[src/rtl/cpu_pkg.sv]
// Shared CPU definitions: opcode encodings, command field helpers and the
// read_commands FSM state type.
package cpu_pkg;

   localparam int OPC_W = 4;
   localparam int CMD_W = 14;

   localparam logic [OPC_W-1:0] OPC_NOP   = 4'h0;
   localparam logic [OPC_W-1:0] OPC_LOAD  = 4'h1;
   localparam logic [OPC_W-1:0] OPC_STORE = 4'h2;
   localparam logic [OPC_W-1:0] OPC_ADD   = 4'h3;
   localparam logic [OPC_W-1:0] OPC_JUMP  = 4'h8;
   localparam logic [OPC_W-1:0] OPC_HALT  = 4'hF;

   typedef enum logic {ST_RUN, ST_HALTED} rc_state_t;

   // Opcode lives in the MSBs of a command word, operand in the remainder
   function automatic logic [OPC_W-1:0] cmd_opcode_of(input logic [CMD_W-1:0] cmd);
      return cmd[CMD_W-1 -: OPC_W];
   endfunction

   function automatic logic [CMD_W-OPC_W-1:0] cmd_operand_of(input logic [CMD_W-1:0] cmd);
      return cmd[CMD_W-OPC_W-1:0];
   endfunction

   function automatic logic is_halt(input logic [OPC_W-1:0] opc);
      return opc == OPC_HALT;
   endfunction

endpackage

[src/rtl/read_commands_if.sv]
// Write side (ROM-read stage) and read side (execute stage) of the command
// buffer, bundled so the producer/consumer view is one port.
interface read_commands_if #(
   parameter int DATA_W = 14,
   parameter int ADDR_W = 12,
   parameter int OPC_W  = 4
);
   logic                    comm_write;
   logic [DATA_W-1:0]       data_in;
   logic [ADDR_W-1:0]       addr_in;
   logic                    pause_READ;
   logic                    cmd_valid;
   logic                    cmd_ready;
   logic [OPC_W-1:0]        cmd_opcode;
   logic [DATA_W-OPC_W-1:0] cmd_operand;
   logic [ADDR_W-1:0]       cmd_addr;

   modport master (
      output comm_write, data_in, addr_in, cmd_ready,
      input  pause_READ, cmd_valid, cmd_opcode, cmd_operand, cmd_addr
   );

   modport slave (
      input  comm_write, data_in, addr_in, cmd_ready,
      output pause_READ, cmd_valid, cmd_opcode, cmd_operand, cmd_addr
   );
endinterface

[src/rtl/cmd_buf_mem.sv]
// Command storage: register array with one synchronous write port and one
// asynchronous read port. No reset; validity is tracked by the owner.
module cmd_buf_mem #(
   parameter int W     = 26,
   parameter int DEPTH = 8,
   localparam int AW   = $clog2(DEPTH)
) (
   input  logic          clk,
   input  logic          we,
   input  logic [AW-1:0] waddr,
   input  logic [W-1:0]  wdata,
   input  logic [AW-1:0] raddr,
   output logic [W-1:0]  rdata
);

   logic [W-1:0] mem [DEPTH];

   always_ff @(posedge clk) begin
      if (we) mem[waddr] <= wdata;
   end

   assign rdata = mem[raddr];

endmodule

[src/rtl/read_commands.sv]
// Command buffer between ROM-read and execute: circular queue with back-pressure,
// opcode/operand split of the head entry, and a HALT latch cleared by flush.
module read_commands
   import cpu_pkg::*;
#(
   parameter int DATA_W    = 14,
   parameter int ADDR_W    = 12,
   parameter int DEPTH     = 8,
   parameter int PAUSE_LVL = 6
) (
   input  logic                   clk,
   input  logic                   reset,
   input  logic                   flush,
   read_commands_if.slave         bus,
   output logic [$clog2(DEPTH):0] level,
   output logic                   overflow
);

   localparam int PW    = $clog2(DEPTH);
   localparam int LW    = PW + 1;
   localparam int ENT_W = ADDR_W + DATA_W;

   logic [PW-1:0]    wr_ptr, rd_ptr;
   logic [ENT_W-1:0] head;
   rc_state_t        state, state_next;
   logic             cmd_valid, pause, push, pop;

   cmd_buf_mem #(.W(ENT_W), .DEPTH(DEPTH)) u_mem (
      .clk   (clk),
      .we    (push && !flush),
      .waddr (wr_ptr),
      .wdata ({bus.addr_in, bus.data_in}),
      .raddr (rd_ptr),
      .rdata (head)
   );

   // Handshake outputs depend only on registered level/state, never on
   // comm_write or cmd_ready, so no combinational path crosses the stage.
   always_comb begin
      state_next = state;
      cmd_valid  = 1'b0;
      pause      = 1'b1;
      case (state)
         ST_RUN: begin
            cmd_valid = (level != '0);
            pause     = (level >= LW'(PAUSE_LVL));
            if (cmd_valid && bus.cmd_ready && is_halt(head[DATA_W-1 -: OPC_W]))
               state_next = ST_HALTED;
         end
         ST_HALTED: ;
         default: state_next = ST_RUN;
      endcase
      if (flush) state_next = ST_RUN;
   end

   assign pop  = cmd_valid && bus.cmd_ready;
   assign push = bus.comm_write && ((level < LW'(DEPTH)) || pop);

   always_ff @(posedge clk) begin
      if (reset) state <= ST_RUN;
      else       state <= state_next;
   end

   // Flush shares the reset path so that any same-cycle write or pop is lost
   always_ff @(posedge clk) begin
      if (reset || flush) begin
         wr_ptr   <= '0;
         rd_ptr   <= '0;
         level    <= '0;
         overflow <= 1'b0;
      end else begin
         if (push) wr_ptr <= wr_ptr + PW'(1);
         if (pop)  rd_ptr <= rd_ptr + PW'(1);
         level <= level + LW'(push) - LW'(pop);
         if (bus.comm_write && !push) overflow <= 1'b1;
      end
   end

   assign bus.cmd_valid   = cmd_valid;
   assign bus.pause_READ  = pause;
   assign bus.cmd_opcode  = head[DATA_W-1 -: OPC_W];
   assign bus.cmd_operand = head[DATA_W-OPC_W-1:0];
   assign bus.cmd_addr    = head[ENT_W-1 -: ADDR_W];

endmodule

[src/flat_wrapper.sv]
// flat-port wrapper written by rule: the top's interface ports become plain ports
module read_commands_flat import cpu_pkg::*;
#(
   parameter int DATA_W    = 14,
   parameter int ADDR_W    = 12,
   parameter int DEPTH     = 8,
   parameter int PAUSE_LVL = 6
)
  (clk, reset, flush, level, overflow, bus_comm_write, bus_data_in, bus_addr_in, bus_cmd_ready, bus_pause_READ, bus_cmd_valid, bus_cmd_opcode, bus_cmd_operand, bus_cmd_addr);
  read_commands_if #(.DATA_W(DATA_W), .ADDR_W(ADDR_W), .OPC_W(OPC_W)) bus_i ();
  input  logic clk;
  input  logic reset;
  input  logic flush;
  output logic [$clog2(DEPTH):0] level;
  output logic overflow;
  input wire logic [$bits(bus_i.comm_write)-1:0] bus_comm_write;
  input wire logic [$bits(bus_i.data_in)-1:0] bus_data_in;
  input wire logic [$bits(bus_i.addr_in)-1:0] bus_addr_in;
  input wire logic [$bits(bus_i.cmd_ready)-1:0] bus_cmd_ready;
  output wire logic [$bits(bus_i.pause_READ)-1:0] bus_pause_READ;
  output wire logic [$bits(bus_i.cmd_valid)-1:0] bus_cmd_valid;
  output wire logic [$bits(bus_i.cmd_opcode)-1:0] bus_cmd_opcode;
  output wire logic [$bits(bus_i.cmd_operand)-1:0] bus_cmd_operand;
  output wire logic [$bits(bus_i.cmd_addr)-1:0] bus_cmd_addr;
  assign bus_i.comm_write = bus_comm_write;
  assign bus_i.data_in = bus_data_in;
  assign bus_i.addr_in = bus_addr_in;
  assign bus_i.cmd_ready = bus_cmd_ready;
  assign bus_pause_READ = bus_i.pause_READ;
  assign bus_cmd_valid = bus_i.cmd_valid;
  assign bus_cmd_opcode = bus_i.cmd_opcode;
  assign bus_cmd_operand = bus_i.cmd_operand;
  assign bus_cmd_addr = bus_i.cmd_addr;
  read_commands #(.DATA_W(DATA_W), .ADDR_W(ADDR_W), .DEPTH(DEPTH), .PAUSE_LVL(PAUSE_LVL)) u_core (.clk(clk), .reset(reset), .flush(flush), .bus(bus_i), .level(level), .overflow(overflow));
endmodule
[config.mk]
export PLATFORM = sky130hd
export DESIGN_NAME = read_commands_flat
export DESIGN_NICKNAME = d
export VERILOG_FILES = /design/src/rtl/cpu_pkg.sv /design/src/rtl/read_commands_if.sv /design/src/rtl/cmd_buf_mem.sv /design/src/rtl/read_commands.sv /design/src/flat_wrapper.sv
export SDC_FILE = /design/constraint.sdc
export NUM_CORES = 1
export LEC_CHECK = 0
export CAP_MARGIN = 20
export CORE_MARGIN = 2
export CORE_UTILIZATION = 60
export CTS_BUF_LIST = sky130_fd_sc_hd__clkbuf_4 sky130_fd_sc_hd__clkbuf_8 sky130_fd_sc_hd__clkbuf_16
export DETAILED_ROUTE_END_ITERATION = 10
export PLACE_DENSITY = 0.87
export RECOVER_POWER = 50
export SYNTH_ARGS = -nofsm -noshare
export SYNTH_HDL_FRONTEND = slang
export SYNTH_SLANG_ARGS = --single-unit
[constraint.sdc]
create_clock -name clk -period 10.3 [get_ports clk]
set_input_delay 2.06 -clock clk [delete_from_list [all_inputs] [get_ports clk]]
set_output_delay 2.06 -clock clk [all_outputs]
set_load 0.1 [all_outputs]
==> results of run 1 <==
-- worst max-delay path, delay by kind of cell (launching register included) --
family | cells | cell delay [ps]
buffers and inverters | 2 | 1500
DFF | 1 | 840
muxes | 2 | 940
-- sequential cells by signal (all words and copies together) (netlist names), named ones only --
name              cells
u_core.state          1
u_core.u_mem.mem    208
u_core.level          4
u_core.overflow       1
u_core.wr_ptr         3
u_core.rd_ptr         3
-- final timing paths --
path / cells after the start / slack (ps) / endpoint / from
worst max-delay path: 4 / 4450 / bus_cmd_opcode[1] / flip-flop
worst min-delay path: 2 / 530 / u_core.overflow$_SDFFE_PP0P_ / u_core.overflow$_SDFFE_PP0P_
worst max register to register: 6 / 7520 / u_core.u_mem.mem[5][18]$_DFFE_PP_ / u_core.level[2]$_SDFF_PP0_
worst min register to register: 2 / 530 / u_core.overflow$_SDFFE_PP0P_ / u_core.overflow$_SDFFE_PP0P_
-- through the flow --
step / hold WS, ps / std cells
final: 526 / 672
after global placement: 474 / 631
after detailed placement: 498 / 632
after floorplan: 485 / 392
after CTS: 530 / 670
after global routing: 562 / 671
-- layout by cell type, fill, tap and decap left out, drive strengths merged --
master / netlist / layout
a21o: 1 / 1
a21oi: 4 / 4
a31o: 1 / 1
a31oi: 2 / 2
a41o: 1 / 1
and2: 2 / 2
and3: 1 / 1
buf: 13 / 9
bufinv: 0 / 2
clkbuf: 4 / 23
clkdlybuf4s50: 0 / 35
clkinv: 0 / 12
clkinvlp: 0 / 1
dfxtp: 15 / 15
diode: 0 / 2
dlygate4sd3: 0 / 28
edfxtp: 208 / 208
fa: 1 / 1
ha: 8 / 8
inv: 10 / 11
mux2: 26 / 26
mux2i: 1 / 1
mux4: 52 / 52
nand2: 5 / 5
nand3: 4 / 4
nand3b: 1 / 1
nand4: 2 / 2
nor2: 15 / 15
nor3: 3 / 3
nor4: 1 / 1
nor4b: 1 / 1
o21ai: 2 / 2
o22ai: 1 / 1
or2: 1 / 1
or3: 1 / 1
or3b: 1 / 1
xnor2: 2 / 2
xor2: 2 / 2
-- layout make-up --
class | instances | area share, %
clock buffers | 22 | 5.19
inverters | 10 | 0.365
multi-input cells | 142 | 20.3
diodes | 2 | 0.0487
clock inverters | 16 | 1.29
well taps | 184 | 2.24
flip-flops and latches | 223 | 63.8
repair buffers | 73 | 6.83
-- metal layers --
layer  vias up  track usage, %  part of all wire [%]
met5         -               0                     0
met3        18            3.51                   5.0
met1      2101            27.4                    39
li1       1820               -                     -
met4         0            6.99                   1.8
met2       119            36.2                    54
-- power by group through the flow --
stage | logic (W) | clock network (W) | registers, W
floorplan | 0.000345 | 0 | 0.00107
global placement | 0.000454 | 0 | 0.00105
detailed placement | 0.000464 | 0 | 0.00105
CTS | 0.000468 | 0.000756 | 0.00103
global route | 0.000486 | 0.000788 | 0.00103
finish | 0.000463 | 0.000743 | 0.00103
-- logic make-up after synthesis --
kind of cell               count (synthesis)  share of synthesized area, %
adders and majority gates                  9                          1.37
AOI/OAI and AO/OA                         12                         0.856
muxes                                     79                          18.5
and+or+nand+nor                           38                          2.11
xor gates and xnor gates                   4                         0.399
buffers and inverters                     27                          2.21
DFF                                      223                          74.6
==> impl_metrics.tcl, run 1 <==
set metrics [dict create \
    status "finished, final reports clean" \
    htreeDepth 1 \
    antenna_found_initial 2 \
    track_usage_pct 20.9 \
    finalCriticalPeriod_ps 5850 \
    critPathRequiredTime_ps 8240 \
    synthCells 392 \
    critical_path_class "flip-flop to output port" \
    crit_chain "buf_4 -> mux4_1 -> mux2_2 -> clkdlybuf4s50_1" \
    swShare_pct 29.1 \
    postSynthAreaPerCell_um2 22.4 \
    die_w_um 125 \
    synth_top_area_share_pct 71.2 \
    io_buffer_count 63 \
    fmax_mhz 171 \
    synthTopCellsByArea "edfxtp_1 71%, mux4_1 12%, dfxtp_1 3.4%" \
    syn_area_mm2 0.00878 \
    grt_pass1_wl_um 24500 \
    fin_setup_tns_ps 0 \
    power_density_mw_per_mm2 218 \
    die_h_um 125 \
    slew_violations 0 \
    cts-resized-gates 0 \
    place_area_mm2 0.00961 \
    switchingPower_w 0.000650 \
    total_power_w 0.00224 \
    hpwl_um 8960 \
    synth_commonest_cells "208 x edfxtp_1, 39 x mux4_1, 26 x mux2_2" \
    cell_internal_pwr_w 0.00159 \
    yosysMostFrequentCell "edfxtp_1" \
    cts_tree "done" \
    power_frac_seq_pct 46.1 \
    n_fill_cell 824 \
    first_iter_violations 391 \
    synth_top_cell_by_area "edfxtp_1" \
    vias_per_cell 6.04 \
    clk_path_buf_depth 3 \
    yosysWarnings 0 \
    utilization_pct 71.2 \
    cp-end-kind "output port" \
    p_leak_nw 3.32 \
    multi_input_area_mm2 0.00208 \
    layout-drive-gt1-share_pct 18.5 \
    finClkSkew_ps 9.93 \
    design_area_mm2 0.0103 \
    die-area_mm2 0.0156 \
    relSlewSlack_pct 31.8 \
    p_clk_share_pct 33.2 \
    cpMaxStageDelayCell "clkdlybuf4s50_1" \
    post-place-ws_ps 4970 \
    grt_setup_unrepaired "no" \
    core_mm2 0.0144 \
    vias 4058 \
    p_comb_share_pct 20.7 \
    initial_core_util_pct 60.8 \
    async_flop_share_pct 0 \
    grt_max_degree 51 \
    grt_pass1_vias 4312 \
    finalWorstSetupSlack_ps 4450 \
    final_hold_viol_count 0 \
    arrival_ps 3790 \
    ir_drop_mv 0.166 \
    cts_root_buf "clkbuf_16" \
    ys.flop_type "edfxtp_1" \
    drc 0 \
    final-setup-viol-count 0 \
    clock_latency_ps 500 \
    grt_overflow 0 \
    synth.yosys.seq_area_share_pct 74.6 \
    wire_per_inst_um 23.9 \
    gp_congestion 0.720 \
    cts_buffers 21 \
    cpPeakStageDelay_ps 980 \
    hold_path_class "flip-flop to flip-flop" \
    cts_setup_buffers 0 \
    max_cap_violations 0 \
    cp_max_fo 26 \
    drt-total-wl_um 16000 \
    period_share_pct 56.8 \
    startpoint_type "flip-flop" \
    drt_first_pass_iters 5 \
    num_rows 44 \
    synth_nets 432 \
    cts-hold-fix-buffers 0 \
    synth_cell_types 36 \
    synth_edf_count 208 \
    area_delta_synth_final_pct 17.0 \
    cts.sinks 223 \
    clk_pin_slew_ps 60 \
    worst_slew_pin_slew_ps 1020 \
    synth_seq_cells 223 \
    final-seq-area_mm2 0.00655 \
    antenna_left 0 \
    io_pins 64 \
    layout.nets 511 \
]
No activity file was read; power rests on OpenSTA's default activity.
==> run 2: changes to the inputs <==
CORE_UTILIZATION = 58   (was 60)
PLACE_DENSITY = 0.85   (was 0.87)
clock period = 5.8 ns   (was 10.3 ns; I/O delays follow)
==> run 2 against run 1 <==
The run now ends with capacitance limit, slew limit left; first-iteration DRC count down 19%; die area up 3.3%; final area up 0.17%; wire length down 1.0%; via count up 0.12%; critical endpoint is now bus_cmd_operand[2]; clock power up 80%.
==> impl_metrics.tcl, run 2 (synthesized netlist as in run 1, its figures left out) <==
set metrics [dict create \
    status "finished with violations" \
    violations "capacitance limit, slew limit" \
    final-setup-viol-count 0 \
    clock_latency_ps 500 \
    p_leak_nw 3.33 \
    total_power_w 0.00399 \
    antenna_left 0 \
    hpwl_um 8500 \
    cts_tree "done" \
    gp_congestion 0.721 \
    critPathTopFamily "buffers and inverters" \
    die_h_um 127 \
    grt_pass1_vias 4259 \
    critPathRequiredTime_ps 4640 \
    io_buffer_count 63 \
    power_density_mw_per_mm2 388 \
    area_delta_synth_final_pct 17.2 \
    vias_per_cell 6.08 \
    n_antenna_cell 0 \
    drt_first_pass_iters 4 \
    grt_setup_unrepaired "no" \
    fin_setup_tns_ps 0 \
    layout_common_cells "208 x edfxtp_1, 39 x mux4_1, 36 x clkdlybuf4s50_1, 27 x dlygate4sd3_1, 26 x mux2_2" \
    vias 4063 \
    core_mm2 0.0146 \
    cp_max_fo 50 \
    initial_core_util_pct 59.9 \
    cts-resized-gates 0 \
    fmax_mhz 215 \
    layout.nets 509 \
    grt_overflow 0 \
    cts_setup_buffers 0 \
    clk_pin_slew_ps 60 \
    die_w_um 127 \
    cts-hold-fix-buffers 0 \
    largest-register "u_core.u_mem.mem" \
    num_rows 44 \
    hold_path_class "flip-flop to flip-flop" \
    grt_pass1_wl_um 24100 \
    cts.sinks 223 \
    finalCriticalPeriod_ps 4650 \
    final_hold_viol_count 0 \
    track_usage_pct 20.3 \
    cp-end-kind "output port" \
    worst_slew_pin_slew_ps 2030 \
    htreeDepth 1 \
    wire_per_inst_um 23.8 \
    layout-drive-gt1-share_pct 20.0 \
    layout_commonest_cell "edfxtp_1" \
    largest_register_ffs 208 \
    finClkSkew_ps 9.88 \
    cts_buffers 22 \
    relSlewSlack_pct -35.3 \
    max_cap_violations 1 \
    die-area_mm2 0.0161 \
    clk_path_buf_depth 3 \
    io_pins 64 \
    crit_chain "buf_4 -> mux4_1 -> mux2_2 -> clkdlybuf4s50_1" \
    largest_registers "u_core.u_mem.mem: 208 flops, u_core.level: 4 flops" \
    cts_root_buf "clkbuf_16" \
    cpPeakStageDelay_ps 1000 \
    grt_max_degree 51 \
    arrival_ps 3490 \
    critical_path_class "flip-flop to output port" \
    slew_violations 27 \
    drt-total-wl_um 15900 \
    drc 0 \
    ir_drop_mv 0.396 \
    startpoint_type "flip-flop" \
    period_share_pct 80.2 \
    critical_path_buf_inv_count 2 \
    antenna_found_initial 1 \
    first_iter_violations 316 \
    cpMaxStageDelayCell "clkdlybuf4s50_1" \
]
-- run 2: cell types whose count changed in the layout (fill, tap and decap cells not counted), moves of 2 or more --
cell | previous run | this run
clkinv_2 | 5 | 2
clkbuf_4 | 1 | 10
bufinv_16 | 2 | 0
buf_4 | 9 | 6
diode_2 | 2 | 0
clkbuf_16 | 21 | 23
clkinv_1 | 6 | 0
-- run 2: final timing paths --
| kind | cells past startpoint | slack (ps) | end | start |
|---|---|---|---|---|
| max | 4 | 1150 | bus_cmd_operand[2] | flip-flop |
| min | 2 | 470 | u_core.overflow$_SDFFE_PP0P_ | u_core.overflow$_SDFFE_PP0P_ |
| max reg2reg | 7 | 2430 | u_core.u_mem.mem[1][16]$_DFFE_PP_ | u_core.level[3]$_SDFF_PP0_ |
| min reg2reg | 2 | 470 | u_core.overflow$_SDFFE_PP0P_ | u_core.overflow$_SDFFE_PP0P_ |
-- run 2: final cells by class --
| type | count | area [um^2] |
|---|---|---|
| Clock inverter | 5 | 41.3 |
| Timing Repair Buffer | 70 | 679 |
| Sequential cell | 223 | 6550 |
| Multi-Input combinational cell | 142 | 2090 |
| Clock buffer | 34 | 664 |
| Inverter | 10 | 37.5 |
| Fill cell | 877 | 4360 |
| Tap cell | 184 | 230 |
-- run 2: power by group --
part | internal (W) | switching, W
combinational | 0.000262 | 0.000570
sequential | 0.00180 | 0.0000194
clock | 0.000794 | 0.000547
total | 0.00285 | 0.00114
-- run 2: per-layer routing --
metal | vias up | GRT usage, % | part of all wire (%)
li1 | 1807 | - | -
met1 | 2111 | 26.4 | 40
met2 | 124 | 36.1 | 54
met3 | 19 | 3.48 | 5.2
met4 | 2 | 5.43 | 1.4
met5 | - | 0 | 0.082
-- run 2: worst register-to-register path, delay by kind of cell (launching register included) --
kind,cells,cell delay (ps)
and+or+nand+nor,3,620
AOI/OAI and AO/OA,1,240
adders and majority gates,1,180
buffers and inverters,2,1560
DFF,1,320
-- run 2: stage by stage --
stage          utilization [%]  hold slack, ps  setup slack [ps]  std cells  area (um^2)
3_5_place_dp              65.5             462              1690        629         9590
2_1_floorplan                -             485               617        392         8780
3_3_place_gp              65.5             456              1740        629         9590
5_1_grt                   70.3             509              1090        668        10300
4_1_cts                   70.3             480              1120        668        10300
6_report                  70.3             474              1150        668        10300
==> run 3: changes to the inputs <==
clock period = 4.88 ns   (was 5.8 ns; I/O delays follow)
==> run 3 against run 2 <==
The flow still finishes with violations (capacitance limit, slew limit); die area unchanged; final area grew 0.88%; first-iteration DRC count grew 28%; clock skew about the same; final cell count up 0.90%; wire length grew 2.3%; hold slack gained 11 ps; sequential share of layout area down 0.56 points; via count down 0.59%; critical endpoint is now bus_cmd_addr[6]; critical path type unchanged; clock power rose by 27%; global-route usage is 0.39 points higher; sequential cell count unchanged.
==> impl_metrics.tcl, run 3 (synthesized netlist as in run 1, its figures left out) <==
set metrics [dict create \
    grt_max_degree 30 \
    period_share_pct 89.4 \
    p_leak_nw 3.37 \
    hp-start "u_core.overflow$_SDFFE_PP0P_" \
    io_pins 64 \
    antenna_left 0 \
    grt_pass1_wl_um 24800 \
    track_usage_pct 20.7 \
    worst_slew_pin_slew_ps 1960 \
    cts_buffers 22 \
    reg2reg_slack_ps 1500 \
    antenna_found_initial 1 \
    final-setup-viol-count 0 \
    r2r-end "u_core.u_mem.mem[2][0]$_DFFE_PP_" \
    critical_path_class "flip-flop to output port" \
    wire_per_inst_um 24.1 \
    cts_setup_buffers 0 \
    crit_chain "buf_4 -> mux4_1 -> mux2_2 -> clkdlybuf4s50_1" \
    hold_ws_ps 486 \
    layout.nets 513 \
    largest-register "u_core.u_mem.mem" \
    finClkSkew_ps 9.57 \
    cts_tree "done" \
    cts-resized-gates 0 \
    relSlewSlack_pct -30.5 \
    vias 4039 \
    htreeDepth 1 \
    layout_commonest_cell "edfxtp_1" \
    met1_usage_pct 28.7 \
    grt_busiest_layer "met2" \
    layout.cells.non_filler 674 \
    hpwl_um 8990 \
    worstHoldEndpoint "u_core.overflow$_SDFFE_PP0P_" \
    reg2reg_from "u_core.level[2]$_SDFF_PP0_" \
    cts_root_buf "clkbuf_16" \
    cp_max_fo 22 \
    cpPeakStageDelay_ps 970 \
    power_density_mw_per_mm2 468 \
    slew_violations 27 \
    first_iter_violations 404 \
    final_hold_viol_count 0 \
    clk_pin_slew_ps 60 \
    numPlacedInstances 633 \
    hold_path_class "flip-flop to flip-flop" \
    violations "capacitance limit, slew limit" \
    startpoint_type "flip-flop" \
    worst-r2r-cell-count 7 \
    grt_overflow 0 \
    cts.sinks 223 \
    status "finished with violations" \
    fmax_mhz 229 \
    hold_path_depth 2 \
    cp-end-kind "output port" \
    utilization_pct 70.9 \
    drc 0 \
    layout_common_cells "208 x edfxtp_1, 39 x mux4_1, 34 x clkdlybuf4s50_1, 28 x dlygate4sd3_1, 26 x mux2_2" \
    die_h_um 127 \
    vias_per_cell 5.99 \
    grt_setup_unrepaired "no" \
    finalCriticalPeriod_ps 4360 \
    critical_path_buf_inv_count 2 \
    io_buffer_count 63 \
    die_w_um 127 \
    layout-drive-gt1-share_pct 18.9 \
    clock_latency_ps 500 \
    largest_registers "u_core.u_mem.mem: 208 flops, u_core.level: 4 flops" \
    cpMaxStageDelayCell "clkdlybuf4s50_1" \
    die-area_mm2 0.0161 \
    grt_pass1_vias 4194 \
    area_delta_synth_final_pct 18.3 \
    fin_setup_tns_ps 0 \
    critPathRequiredTime_ps 3900 \
    clk_path_buf_depth 3 \
    critPathTopFamily "buffers and inverters" \
    drt-total-wl_um 16200 \
    cts-hold-fix-buffers 0 \
    core_mm2 0.0146 \
    gp_congestion 0.735 \
    num_rows 44 \
    use_met2_pct 34.5 \
    ir_drop_mv 0.417 \
    n_fill_cell 863 \
    drt_first_pass_iters 4 \
    initial_core_util_pct 59.9 \
    grt.met3_usage_pct 4.27 \
    max_cap_violations 1 \
    arrival_ps 3390 \
    largest_register_ffs 208 \
]
==> run 3: cell count changes in the layout (fill, tap and decap cells not counted), sizes merged <==
cell	delta
clkinv	+5
clkbuf	-6
clkdlybuf4s50	-2
clkinvlp	-2
dlygate4sd3	+1
diode	+2
buf	+5
bufinv	+3
==> run 3: through the flow <==
step | worst slack, ps | instance area (um^2) | power [W]
2_1_floorplan | 641 | 8790 | 0.00300
3_3_place_gp | 1050 | 9640 | 0.00317
3_5_place_dp | 1010 | 9640 | 0.00320
4_1_cts | 473 | 10400 | 0.00490
5_1_grt | 394 | 10400 | 0.00501
6_report | 518 | 10400 | 0.00486
==> run 3: where the power goes <==
part           switching, W  internal [W]
Sequential        0.0000332       0.00214
Clock              0.000662       0.00104
Combinational      0.000670      0.000315
Total               0.00137       0.00349
==> run 3: worst max path at each step <==
stage,startpoint,end,slack (ps),cells past startpoint
2_1_floorplan,u_core.level[3]$_SDFF_PP0_,u_core.u_mem.mem[1][0]$_DFFE_PP_,640,6
3_3_place_gp,flip-flop,bus_cmd_addr[11],1050,4
3_5_place_dp,flip-flop,bus_cmd_addr[5],1010,4
4_1_cts,flip-flop,bus_cmd_addr[6],470,4
5_1_grt,flip-flop,bus_cmd_addr[11],390,4
6_report,flip-flop,bus_cmd_addr[6],520,4
==> run 3: layer usage <==
metal	share of wire [%]	wire [um]
met3	8.6	1400
met2	51	8290
met1	39	6330
met4	1.4	233
met5	0	0
==> run 3: tightest hold or removal path, delay by kind of cell (launching register included) <==
| kind | cells | cell delay (ps) |
|---|---|---|
| AO/OA/AOI/OAI | 1 | 40 |
| AND/OR/NAND/NOR | 1 | 70 |
| flip-flops | 1 | 330 |
==> run 3: final cells by class <==
cell class | count | area [um^2] | area share [%]
diodes | 2 | 5.00 | 0.0482
clock buffers | 28 | 613 | 5.91
clock inverters | 11 | 121 | 1.17
inverters | 10 | 37.5 | 0.362
multi-input cells | 142 | 2100 | 20.3
flip-flops and latches | 223 | 6550 | 63.1
well taps | 184 | 230 | 2.22
repair buffers | 74 | 719 | 6.93
